===== src/rtl/uart_pkg.sv =====
// Shared types for the UART receive sampler: FSM states, parity mode and
// the flag portion of a FIFO entry.
package uart_pkg;

  // state  | meaning
  // IDLE   | line idle, waiting for a falling edge
  // START  | half-bit wait, then confirm start bit is still low
  // DATA   | sampling data bits, LSB first
  // PARITY | sampling the parity bit
  // STOP1  | sampling the first stop bit
  // STOP2  | sampling the second stop bit
  typedef enum logic [2:0] {
    IDLE,
    START,
    DATA,
    PARITY,
    STOP1,
    STOP2
  } rx_state_e;

  typedef enum logic {
    PAR_EVEN = 1'b0,
    PAR_ODD  = 1'b1
  } parity_mode_e;

  // Upper bits of every FIFO entry; data bits sit below these.
  typedef struct packed {
    logic brk;
    logic frame_err;
    logic parity_err;
  } entry_flags_t;

  localparam int FLAG_W = $bits(entry_flags_t);

  function automatic int entry_width(input int data_bits);
    return data_bits + FLAG_W;
  endfunction

endpackage


===== src/rtl/uart_rx_sampler_if.sv =====
// Receive-side valid/ready port carrying one character plus its error flags.
interface uart_rx_sampler_if #(
  parameter int DATA_BITS = 8
);
  logic                 valid;
  logic                 ready;
  logic [DATA_BITS-1:0] data;
  logic                 parity_err;
  logic                 frame_err;
  logic                 brk;

  modport master (output valid, data, parity_err, frame_err, brk, input ready);
  modport slave  (input valid, data, parity_err, frame_err, brk, output ready);
endinterface


===== src/rtl/uart_rx_fifo.sv =====
// Synchronous FIFO for received entries. A push into a full FIFO is
// accepted only when a pop happens in the same cycle; otherwise it is
// dropped and reported on 'dropped' for one cycle.
module uart_rx_fifo #(
  parameter int WIDTH = 11,
  parameter int DEPTH = 16
) (
  input  logic                   clk,
  input  logic                   reset,
  input  logic                   push,
  input  logic [WIDTH-1:0]       push_data,
  input  logic                   pop,
  output logic [WIDTH-1:0]       head,
  output logic                   empty,
  output logic [$clog2(DEPTH):0] level,
  output logic                   dropped
);
  localparam int PTR_W = $clog2(DEPTH);
  localparam int LVL_W = PTR_W + 1;

  logic [WIDTH-1:0] mem [DEPTH];
  logic [PTR_W-1:0] wr_ptr;
  logic [PTR_W-1:0] rd_ptr;
  logic             full;
  logic             do_push;
  logic             do_pop;

  assign empty   = (level == '0);
  assign full    = (level == LVL_W'(DEPTH));
  assign do_pop  = pop && !empty;
  assign do_push = push && (!full || do_pop);
  assign dropped = push && !do_push;
  assign head    = mem[rd_ptr];

  // Storage, wrapping pointers and occupancy count.
  always_ff @(posedge clk or posedge reset) begin
    if (reset) begin
      wr_ptr <= '0;
      rd_ptr <= '0;
      level  <= '0;
      for (int i = 0; i < DEPTH; i++) mem[i] <= '0;
    end else begin
      if (do_push) begin
        mem[wr_ptr] <= push_data;
        wr_ptr      <= wr_ptr + PTR_W'(1);
      end
      if (do_pop) rd_ptr <= rd_ptr + PTR_W'(1);
      case ({do_push, do_pop})
        2'b10:   level <= level + LVL_W'(1);
        2'b01:   level <= level - LVL_W'(1);
        default: level <= level;
      endcase
    end
  end
endmodule


===== src/rtl/uart_rx_sampler.sv =====
// Configurable UART receiver: synchroniser, start detection, half-bit
// down-counter, frame FSM and receive FIFO with sticky overflow.
module uart_rx_sampler
  import uart_pkg::*;
#(
  parameter int DIV_W      = 16,
  parameter int DATA_BITS  = 8,
  parameter int FIFO_DEPTH = 16
) (
  input  logic                        clk,
  input  logic                        reset,
  input  logic                        rx,
  input  logic [DIV_W-1:0]            cfg_half_period,
  input  logic                        cfg_parity_en,
  input  logic                        cfg_parity_odd,
  input  logic                        cfg_two_stop,
  uart_rx_sampler_if.master           out,
  output logic [$clog2(FIFO_DEPTH):0] fifo_level,
  output logic                        overflow,
  input  logic                        clr_overflow,
  output logic                        busy
);
  localparam int CNT_W   = DIV_W + 1;
  localparam int IDX_W   = $clog2(DATA_BITS);
  localparam int ENTRY_W = entry_width(DATA_BITS);
  localparam logic [IDX_W-1:0] LAST_IDX = IDX_W'(DATA_BITS - 1);

  logic rx_meta, rx_sync, rx_prev, fall;
  rx_state_e state, state_nxt;
  logic [CNT_W-1:0]     cnt;
  logic                 tick, start, push;
  logic [DIV_W-1:0]     half_eff, half_q;
  logic                 par_en_q, two_stop_q;
  parity_mode_e         par_mode_q;
  logic [DATA_BITS-1:0] shift_q;
  logic [IDX_W-1:0]     bit_idx_q;
  logic                 perr_q, ferr_q, brk_q, wait_high_q;
  logic                 parity_calc, stop_low, ferr_now, brk_now;
  entry_flags_t         flags_now, head_flags;
  logic                 push_q;
  logic [ENTRY_W-1:0]   entry_q, head;
  logic                 empty, dropped;

  assign half_eff    = (cfg_half_period == '0) ? DIV_W'(1) : cfg_half_period;
  assign fall        = rx_prev & ~rx_sync;
  assign tick        = (cnt == CNT_W'(1));
  assign parity_calc = (^shift_q) ^ (par_mode_q == PAR_ODD);
  assign stop_low    = ~rx_sync;
  // ferr_q is cleared at start, so in STOP1 this is just the current sample.
  assign ferr_now    = ferr_q | stop_low;
  assign brk_now     = (state == STOP1) ? (stop_low && shift_q == '0) : brk_q;
  assign flags_now   = {brk_now, ferr_now, perr_q};
  assign busy        = (state != IDLE);

  // Two-flop synchroniser plus one more flop for falling-edge detection.
  always_ff @(posedge clk or posedge reset) begin
    if (reset) {rx_meta, rx_sync, rx_prev} <= 3'b111;
    else begin
      rx_meta <= rx;
      rx_sync <= rx_meta;
      rx_prev <= rx_sync;
    end
  end

  // FSM state register.
  always_ff @(posedge clk or posedge reset) begin
    if (reset) state <= IDLE;
    else       state <= state_nxt;
  end

  // Next-state logic; push fires on the final stop sample.
  always_comb begin
    state_nxt = state;
    start     = 1'b0;
    push      = 1'b0;
    case (state)
      IDLE: if (fall && !wait_high_q) begin
        start     = 1'b1;
        state_nxt = START;
      end
      START:  if (tick) state_nxt = rx_sync ? IDLE : DATA;
      DATA:   if (tick && bit_idx_q == LAST_IDX) state_nxt = par_en_q ? PARITY : STOP1;
      PARITY: if (tick) state_nxt = STOP1;
      STOP1: if (tick) begin
        if (two_stop_q) state_nxt = STOP2;
        else begin
          state_nxt = IDLE;
          push      = 1'b1;
        end
      end
      STOP2: if (tick) begin
        state_nxt = IDLE;
        push      = 1'b1;
      end
      default: state_nxt = IDLE;
    endcase
  end

  // Bit timer, config latch, shift register, error capture and entry staging.
  always_ff @(posedge clk or posedge reset) begin
    if (reset) begin
      cnt         <= '0;
      half_q      <= '0;
      par_en_q    <= 1'b0;
      par_mode_q  <= PAR_EVEN;
      two_stop_q  <= 1'b0;
      shift_q     <= '0;
      bit_idx_q   <= '0;
      perr_q      <= 1'b0;
      ferr_q      <= 1'b0;
      brk_q       <= 1'b0;
      wait_high_q <= 1'b0;
      push_q      <= 1'b0;
      entry_q     <= '0;
    end else begin
      push_q <= push;
      if (push) entry_q <= {flags_now, shift_q};
      // After a break, hold off start detection until the line returns high.
      if (push && brk_now) wait_high_q <= 1'b1;
      else if (rx_sync)    wait_high_q <= 1'b0;
      if (start) begin
        cnt        <= {1'b0, half_eff};
        half_q     <= half_eff;
        par_en_q   <= cfg_parity_en;
        par_mode_q <= parity_mode_e'(cfg_parity_odd);
        two_stop_q <= cfg_two_stop;
        bit_idx_q  <= '0;
        perr_q     <= 1'b0;
        ferr_q     <= 1'b0;
        brk_q      <= 1'b0;
      end else if (state != IDLE) begin
        cnt <= tick ? {half_q, 1'b0} : cnt - CNT_W'(1);
        if (tick) begin
          case (state)
            DATA: begin
              shift_q   <= {rx_sync, shift_q[DATA_BITS-1:1]};
              bit_idx_q <= bit_idx_q + IDX_W'(1);
            end
            PARITY: perr_q <= (rx_sync != parity_calc);
            STOP1: begin
              ferr_q <= stop_low;
              brk_q  <= brk_now;
            end
            STOP2:   ferr_q <= ferr_now;
            default: ;
          endcase
        end
      end
    end
  end

  // Sticky overflow; a drop in the same cycle as a clear keeps it set.
  always_ff @(posedge clk or posedge reset) begin
    if (reset)             overflow <= 1'b0;
    else if (dropped)      overflow <= 1'b1;
    else if (clr_overflow) overflow <= 1'b0;
  end

  uart_rx_fifo #(
    .WIDTH (ENTRY_W),
    .DEPTH (FIFO_DEPTH)
  ) u_fifo (
    .clk       (clk),
    .reset     (reset),
    .push      (push_q),
    .push_data (entry_q),
    .pop       (out.ready && out.valid),
    .head      (head),
    .empty     (empty),
    .level     (fifo_level),
    .dropped   (dropped)
  );

  assign head_flags     = entry_flags_t'(head[ENTRY_W-1:DATA_BITS]);
  assign out.valid      = !empty;
  assign out.data       = head[DATA_BITS-1:0];
  assign out.parity_err = head_flags.parity_err;
  assign out.frame_err  = head_flags.frame_err;
  assign out.brk        = head_flags.brk;
endmodule


===== src/flat_wrapper.sv =====
// flat-port wrapper written by rule: the top's interface ports become plain ports
module uart_rx_sampler_flat import uart_pkg::*;
#(
  parameter int DIV_W      = 16,
  parameter int DATA_BITS  = 8,
  parameter int FIFO_DEPTH = 16
)
  (clk, reset, rx, cfg_half_period, cfg_parity_en, cfg_parity_odd, cfg_two_stop, fifo_level, overflow, clr_overflow, busy, out_valid, out_data, out_parity_err, out_frame_err, out_brk, out_ready);
  uart_rx_sampler_if #(.DATA_BITS(DATA_BITS)) out_i ();
  input  logic clk;
  input  logic reset;
  input  logic rx;
  input  logic [DIV_W-1:0] cfg_half_period;
  input  logic cfg_parity_en;
  input  logic cfg_parity_odd;
  input  logic cfg_two_stop;
  output logic [$clog2(FIFO_DEPTH):0] fifo_level;
  output logic overflow;
  input  logic clr_overflow;
  output logic busy;
  output wire logic [$bits(out_i.valid)-1:0] out_valid;
  output wire logic [$bits(out_i.data)-1:0] out_data;
  output wire logic [$bits(out_i.parity_err)-1:0] out_parity_err;
  output wire logic [$bits(out_i.frame_err)-1:0] out_frame_err;
  output wire logic [$bits(out_i.brk)-1:0] out_brk;
  input wire logic [$bits(out_i.ready)-1:0] out_ready;
  assign out_valid = out_i.valid;
  assign out_data = out_i.data;
  assign out_parity_err = out_i.parity_err;
  assign out_frame_err = out_i.frame_err;
  assign out_brk = out_i.brk;
  assign out_i.ready = out_ready;
  uart_rx_sampler #(.DIV_W(DIV_W), .DATA_BITS(DATA_BITS), .FIFO_DEPTH(FIFO_DEPTH)) u_core (.clk(clk), .reset(reset), .rx(rx), .cfg_half_period(cfg_half_period), .cfg_parity_en(cfg_parity_en), .cfg_parity_odd(cfg_parity_odd), .cfg_two_stop(cfg_two_stop), .out(out_i), .fifo_level(fifo_level), .overflow(overflow), .clr_overflow(clr_overflow), .busy(busy));
endmodule

===== config.mk =====
export PLATFORM = sky130hd
export DESIGN_NAME = uart_rx_sampler_flat
export DESIGN_NICKNAME = d
export VERILOG_FILES = /design/src/rtl/uart_pkg.sv /design/src/rtl/uart_rx_sampler_if.sv /design/src/rtl/uart_rx_fifo.sv /design/src/rtl/uart_rx_sampler.sv /design/src/flat_wrapper.sv
export SDC_FILE = /design/constraint.sdc
export NUM_CORES = 1
export LEC_CHECK = 0
export ABC_AREA = 1
export CAP_MARGIN = 30
export CORE_ASPECT_RATIO = 0.75
export CORE_MARGIN = 2
export CORE_UTILIZATION = 49
export DETAILED_ROUTE_END_ITERATION = 8
export PLACE_DENSITY = 0.66
export SLEW_MARGIN = 20
export SYNTH_ARGS = -nofsm -noshare
export SYNTH_HDL_FRONTEND = slang
export SYNTH_HIERARCHICAL = 1
export SYNTH_SLANG_ARGS = --single-unit

===== constraint.sdc =====
create_clock -name clk -period 11.3 [get_ports clk]
set_clock_uncertainty 0.1 [all_clocks]
set_input_delay 3.39 -clock clk [delete_from_list [all_inputs] [get_ports clk]]
set_output_delay 3.39 -clock clk [all_outputs]
set_load 0.02 [all_outputs]

Word level (Yosys, flattened, before mapping)
Index checks and enable logic that the tools add are counted.
{"block": "word_totals", "input_bits": 24, "elab_cells": 153, "out_inout_bits": 19, "register_bits": 259}
{"block": "op_classes", "addsub": 6, "n_eq_ne": 17, "magnitude_cmp": 3, "n_bitwise": 7, "n_reduce_logical": 35, "muxes": 48}
{"op": "176-bit bitwise mux", "count": 1}
{"op": "17-bit two-way mux", "count": 3}
{"op": "11-bit binary-select mux with 4-bit select", "count": 1}
{"op": "11-bit demux with 4-bit select", "count": 1}
{"op": "3-bit two-way mux", "count": 12}
{"op": "11-bit two-way mux", "count": 3}
{"op": "1-bit two-way mux", "count": 21}
{"op": "3-bit case mux with 6 select lines", "count": 1}
{"op": "17-bit by 1-bit equality test with 1-bit output (second input constant)", "count": 1}
{"op": "17-bit by 1-bit subtractor with 17-bit output (second input constant)", "count": 1}
{"op": "16-bit zero test", "count": 1}
{"op": "16-bit two-way mux", "count": 1}
{"op": "2-bit nonzero test", "count": 8}
{"op": "2-bit by 1-bit != test with 1-bit output (second input constant)", "count": 6}
{"op": "3-bit AND reduction", "count": 4}
{"op": "5-bit >= comparator (second input constant)", "count": 2}
{"op": "4-bit NOT with 5-bit output", "count": 2}
{"op": "5-bit case mux with 2 select lines", "count": 1}
{"op": "3-bit equality test (second input constant)", "count": 3}
{"op": "1-bit logical AND", "count": 9}
{"op": "4-bit by 1-bit adder with 4-bit output (second input constant)", "count": 2}
{"op": "8-bit zero test", "count": 1}
{"op": "8-bit parity", "count": 1}
{"op": "3-bit by 2-bit equality test with 1-bit output (second input constant)", "count": 2}
{"op": "other kinds (22)", "count": 28}

Longest topological paths before layout
{"block": "logic_depth", "ltp_word": 9, "depth_mapped": 17, "ltp_nobuf": 16}

By module
The synthesis kept the hierarchy.
{"module": "uart_rx_fifo", "seq_area_each_um2": 4729.5, "cells_each": 1470, "area_per_inst_um2": 10568.9, "n_inst": 1}
{"module": "uart_rx_sampler", "seq_area_each_um2": 1755.4, "cells_each": 515, "area_per_inst_um2": 3907.5, "n_inst": 1}

Least setup slack after synthesis
Ideal clock, no wire load.
{"block": "synth_timing", "path_kind": "in2reg", "startpoint": "input out_ready", "endpoint": "register u_core.u_fifo.level[4]", "arrival_time_ps": 4999, "path_slack_ps": 6084, "setup_time_ps": 117, "path_buffers": 1, "cell_stages": 14, "cell_sequence": "inv_1 > nor2_1 > inv_1 > nand4_2 > buf_2 > nand2_2 > ha_1 > fa_1 > nand3_1 > nand2_1 > nand2_1 > nand2_1 > nand2_1 > nand2_1"}
{"block": "synth_between", "elab_chain_cells": 6}
{"element": "from (decl)", "line_no": "flat_wrapper.sv:26", "rtl": "input wire logic [$bits(out_i.ready)-1:0] out_ready;"}
{"element": "1-bit logical AND (*)", "line_no": "uart_rx_sampler.sv:167", "rtl": ".pop (out.ready && out.valid),"}
{"element": "1-bit logical AND (*)", "line_no": "uart_rx_fifo.sv:30", "rtl": "assign do_pop = pop && !empty;"}
{"element": "1-bit logical OR", "line_no": "uart_rx_fifo.sv:31", "rtl": "assign do_push = push && (!full || do_pop);"}
{"element": "1-bit logical AND", "line_no": "uart_rx_fifo.sv:31"}
{"element": "2-bit by 1-bit equality test with 1-bit output / 2-bit equality test (equally long branches)", "line_no": "uart_rx_fifo.sv:48", "rtl": "case ({do_push, do_pop})"}
{"element": "5-bit case mux with 2 select lines / 2-bit nonzero test (equally long branches)"}
{"element": "to (signal assigned)", "line_no": "uart_rx_fifo.sv:49", "rtl": "2'b10: level <= level + LVL_W'(1);"}
{"element": "to (signal assigned)", "line_no": "uart_rx_fifo.sv:50", "rtl": "2'b01: level <= level - LVL_W'(1);"}
{"element": "to (signal assigned)", "line_no": "uart_rx_fifo.sv:51", "rtl": "default: level <= level;"}
{"element": "to (decl)", "line_no": "uart_rx_fifo.sv:15", "rtl": "output logic [$clog2(DEPTH):0] level,"}
Mark *: on every way between the ends. The rest lies on a longest branch, timed or not.
A chain may end at the register's enable or synchronous reset.

Worst setup path after layout
{"block": "layout_timing", "startpoint": "register u_core.u_fifo.rd_ptr[0]", "endpoint": "output out_frame_err"}
{"block": "layout_between", "elab_chain_cells": 4}
{"element": "from (decl)", "line_no": "uart_rx_fifo.sv:23", "rtl": "logic [PTR_W-1:0] rd_ptr;"}
{"element": "from (signal assigned)", "line_no": "uart_rx_fifo.sv:47", "rtl": "if (do_pop) rd_ptr <= rd_ptr + PTR_W'(1);"}
{"element": "4-bit NOT with 5-bit output (not written as such)", "line_no": "uart_rx_fifo.sv:33", "rtl": "assign head = mem[rd_ptr];"}
{"element": "11-bit binary-select mux with 4-bit select", "line_no": "uart_rx_fifo.sv:33"}
{"element": "11-bit two-way mux (not written as such) (2 in series)", "line_no": "uart_rx_fifo.sv:33"}
{"element": "to (decl)", "line_no": "flat_wrapper.sv:24", "rtl": "output wire logic [$bits(out_i.frame_err)-1:0] out_frame_err;"}
Every way passes these cells. The select of a mux whose other input is x is not followed.

==> flow_summary_export.csv <==
group,metric,value,unit
yosys,synth_top_area_share,0.4425,
critical_path,worstSetupStartpointType,"register",
hold_path,min_to,"u_core/rx_sync",
critical_path,cp.arrival,3.89,ns
die,die_x,202.5,microns
yosys,synth.distinct_cells,36,
clocking,cts.repair.resized,0,
status,run_status,"finished, final reports clean",
clocking,ctsHoldBuffers,0,
route,wirelength,42.69,mm
timing,finalSetupTns,0,ns
route,viasPerCell,5.572,
route,wl_per_cell,18.14,microns
global_routing,gr-total-overflow,0,
critical_path,reg2reg_to,"u_core/u_fifo/mem[167]",
clocking,cts_tree,"done",
clocking,clk_latency,0.56,ns
timing,post-route-period-util,0.6533,
critical_path,critPathCaptureType,"output pin",
yosys,synth_edf_count,0,
yosys,synth-simple-area-share,0.3897,
yosys,yosys-top-cells-area,"dfrtp_1 (44%), nand2_1 (20%), nand4_1 (7.9%)",
yosys,synth_largest_area_cell,"dfrtp_1",
place,placed_cell_area,0.01484,sq mm
yosys,synth_compound_area_frac,0.03163,
yosys,syn_area,0.01448,sq mm
yosys,synthMuxAreaShare,0,
critical_path,ff2ff_setup_slack,7.69,ns
hold_path,min_from,"u_core/rx_meta",
route,initialDrtViolationCount,1617,
critical_path,crit_fanout,92,
yosys,seq_area_frac_synth,0.4480,
timing,tightest_slew,1.050,ns
route,wl_met1,19.96,mm
clocking,numCtsBuffers,28,
clocking,clk_pin_slew,0.06,ns
layout,area_growth,10.13,%
critical_path,crit_required,7.81,ns
clocking,clock-sinks,259,
timing,slew_headroom,0.3001,
die,die-area,0.03095,sq mm
route,top_layer,"met5",
layout,fin_util,0.5488,
global_routing,grt_max_degree,110,
place,place_ws,4.577,ns
global_routing,grt_usage,0.2792,
global_routing,antenna_found_initial,1,
yosys,synth_top_family_by_area,"simple AND/OR/NAND/NOR gates",
critical_path,reg2reg_depth,12,
flow_run,maxCapViolCount,0,
yosys,synthFlopType,"dfrtp_1",
clocking,cts_buffer_depth,3,
yosys,syn_nets,2027,
timing,fin_ws,3.918,ns
timing,slew_viol_final,0,
yosys,syn_inst,1985,
timing,setup_viol,0,
place,dp_cells,2296,
timing,fmax,135.5,MHz
route,met3WireLength,3.868,mm
die,start_util,0.4983,
die,io_pins,43,
yosys,yosys-top-cells-count,"nand2_1 (787), dfrtp_1 (256), inv_1 (195), nand4_1 (182), nand3_1 (166)",
place,gp_congestion,0.9485,
layout,fin_nets,1981,
place,hpwl,27.39,mm
yosys,synth_fa_ha_area_frac,0.01608,
yosys,yosys_register_bits,259,
yosys,synth_most_common_cell,"nand2_1",
clocking,cts_root_buffer,"clkbuf_16",
die,fp-row-count,54,
global_routing,grt_pass1_wl,68.73,mm
die,die_y,152.9,microns
global_routing,grt_pass1_vias,12090,
yosys,ys_warn_count,6,
route,dr.pass1.iters,7,
route,final_antenna_net_count,0,
route,vias,13110,
hold_path,hold_depth,0,
pwr,peakVddDrop,0.1233,mV
clocking,post_cts_buffers,0,
timing,rsz0062_at_grt,"no",
yosys,yosys.area_share.xor_xnor,0.007865,
critical_path,reg2reg_from,"u_core/u_fifo/level[1]",
layout,drive_gt1_frac,0.07649,
hold_path,hold_path.class,"register to register",
timing,layout_min_cycle_time,7.382,ns
clocking,cts.htree.levels,1,
pwr,leakage,8.155,nW
die,core,0.02905,sq mm
route,met2WireLength,17.91,mm
critical_path,worstSetupPathType,"register to output pin",
layout,instances_no_fill,2353,
layout,diodes,0,
place,portBuffers,42,
layout,fin_area,0.01594,sq mm
timing,finalHoldViolCount,0,
yosys,async_flop_share,1.000,
yosys,synth_area_per_cell,7.293,sq um
route,drc,0,
pwr,powerDensity,152.5,mW/mm^2
==> kinds of logic after synthesis <==
group | after synthesis
buffers and inverters | 354
DFF | 259
and+or+nand+nor | 1261
AOI/OAI and AO/OA | 80
xor gates and xnor gates | 13
adders and majority gates | 18
==> cell type report <==
cell class	count	area [sq um]
Clock inverter	13	196.4
Clock buffer	39	833.3
Inverter	209	792.0
Tap cell	392	490.5
Timing Repair Buffer	69	684.4
Sequential cell	259	6491
Multi-Input combinational cell	1372	6455
Fill cell	2819	13110
==> metal layers <==
metal	vias up	GRT usage
li1	6232	-
met1	6254	0.4389
met2	551	0.3960
met3	71	0.05245
met4	2	0.06257
met5	-	0
==> registers in the layout, summed over array words and instances, names as in the netlist, 3 cells and up <==
| name | count |
|---|---|
| u_core/bit_idx_q | 3 |
| u_core/shift_q | 8 |
| u_core/u_fifo/wr_ptr | 4 |
| u_core/half_q | 16 |
| u_core/state | 3 |
| u_core/cnt | 17 |
| u_core/u_fifo/level | 5 |
| u_core/u_fifo/mem | 176 |
| u_core/entry_q | 11 |
| u_core/u_fifo/rd_ptr | 4 |
==> worst max path at each step <==
stage                        endpoint  slack [ns]                    start  cells past startpoint
6_report                out_frame_err        3.92  u_core/u_fifo/rd_ptr[0]                      9
5_1_grt                 out_frame_err        3.73  u_core/u_fifo/rd_ptr[0]                      9
4_1_cts                 out_frame_err        3.98  u_core/u_fifo/rd_ptr[0]                      9
3_5_place_dp            out_frame_err        4.58  u_core/u_fifo/rd_ptr[0]                      9
3_3_place_gp            out_frame_err        4.58  u_core/u_fifo/rd_ptr[0]                      9
2_1_floorplan  u_core/u_fifo/level[0]        2.67                    reset                      1
==> cell usage in the layout (no fill, tap or decap), types with 4 or more instances in the layout <==
| master | netlist | layout |
|---|---|---|
| dfrtp_1 | 256 | 253 |
| buf_4 | 32 | 20 |
| nor2_4 | 4 | 4 |
| nand2_1 | 787 | 787 |
| clkbuf_16 | 0 | 29 |
| a21oi_2 | 4 | 4 |
| xor2_1 | 8 | 8 |
| inv_2 | 13 | 14 |
| xnor2_1 | 5 | 5 |
| ha_1 | 17 | 17 |
| o21ai_1 | 11 | 11 |
| nor2_2 | 5 | 5 |
| nand3_2 | 18 | 18 |
| nand4_1 | 182 | 182 |
| clkdlybuf4s50_1 | 0 | 42 |
| o21ai_2 | 10 | 10 |
| buf_8 | 0 | 5 |
| o21ai_0 | 34 | 34 |
| a21oi_1 | 19 | 19 |
| nor2_1 | 85 | 85 |
| bufinv_16 | 0 | 5 |
| nand3_1 | 166 | 166 |
| clkinv_2 | 0 | 6 |
| clkbuf_8 | 0 | 7 |
| inv_1 | 195 | 193 |
==> worst max-delay path, stage by stage, from the launching register on <==
cell and delay (ns):
dfrtp_2 0.34, buf_4 0.71, inv_2 0.47, buf_4 0.47, nand2_1 0.15, nand3_1 0.12
nand3_1 0.16, nand3_1 0.13, nand2_1 0.12, clkdlybuf4s50_1 0.60
==> metrics by stage <==
stage / hold WS [ns] / total power, W
final: 0.2583 / 0.002432
after global routing: 0.2686 / 0.002547
after CTS: 0.2613 / 0.002448
after detailed placement: 0.2523 / 0.001420
after global placement: 0.2456 / 0.001412
after floorplan: 0.2452 / 0.001326
==> power breakdown <==
group / internal, W / switching (W) / total (W)
registers: 0.000996 / 0.0000583 / 0.00105
logic: 0.000118 / 0.000237 / 0.000355
clock network: 0.000628 / 0.000395 / 0.00102
Note: power is estimated with default switching activity, not from simulation.
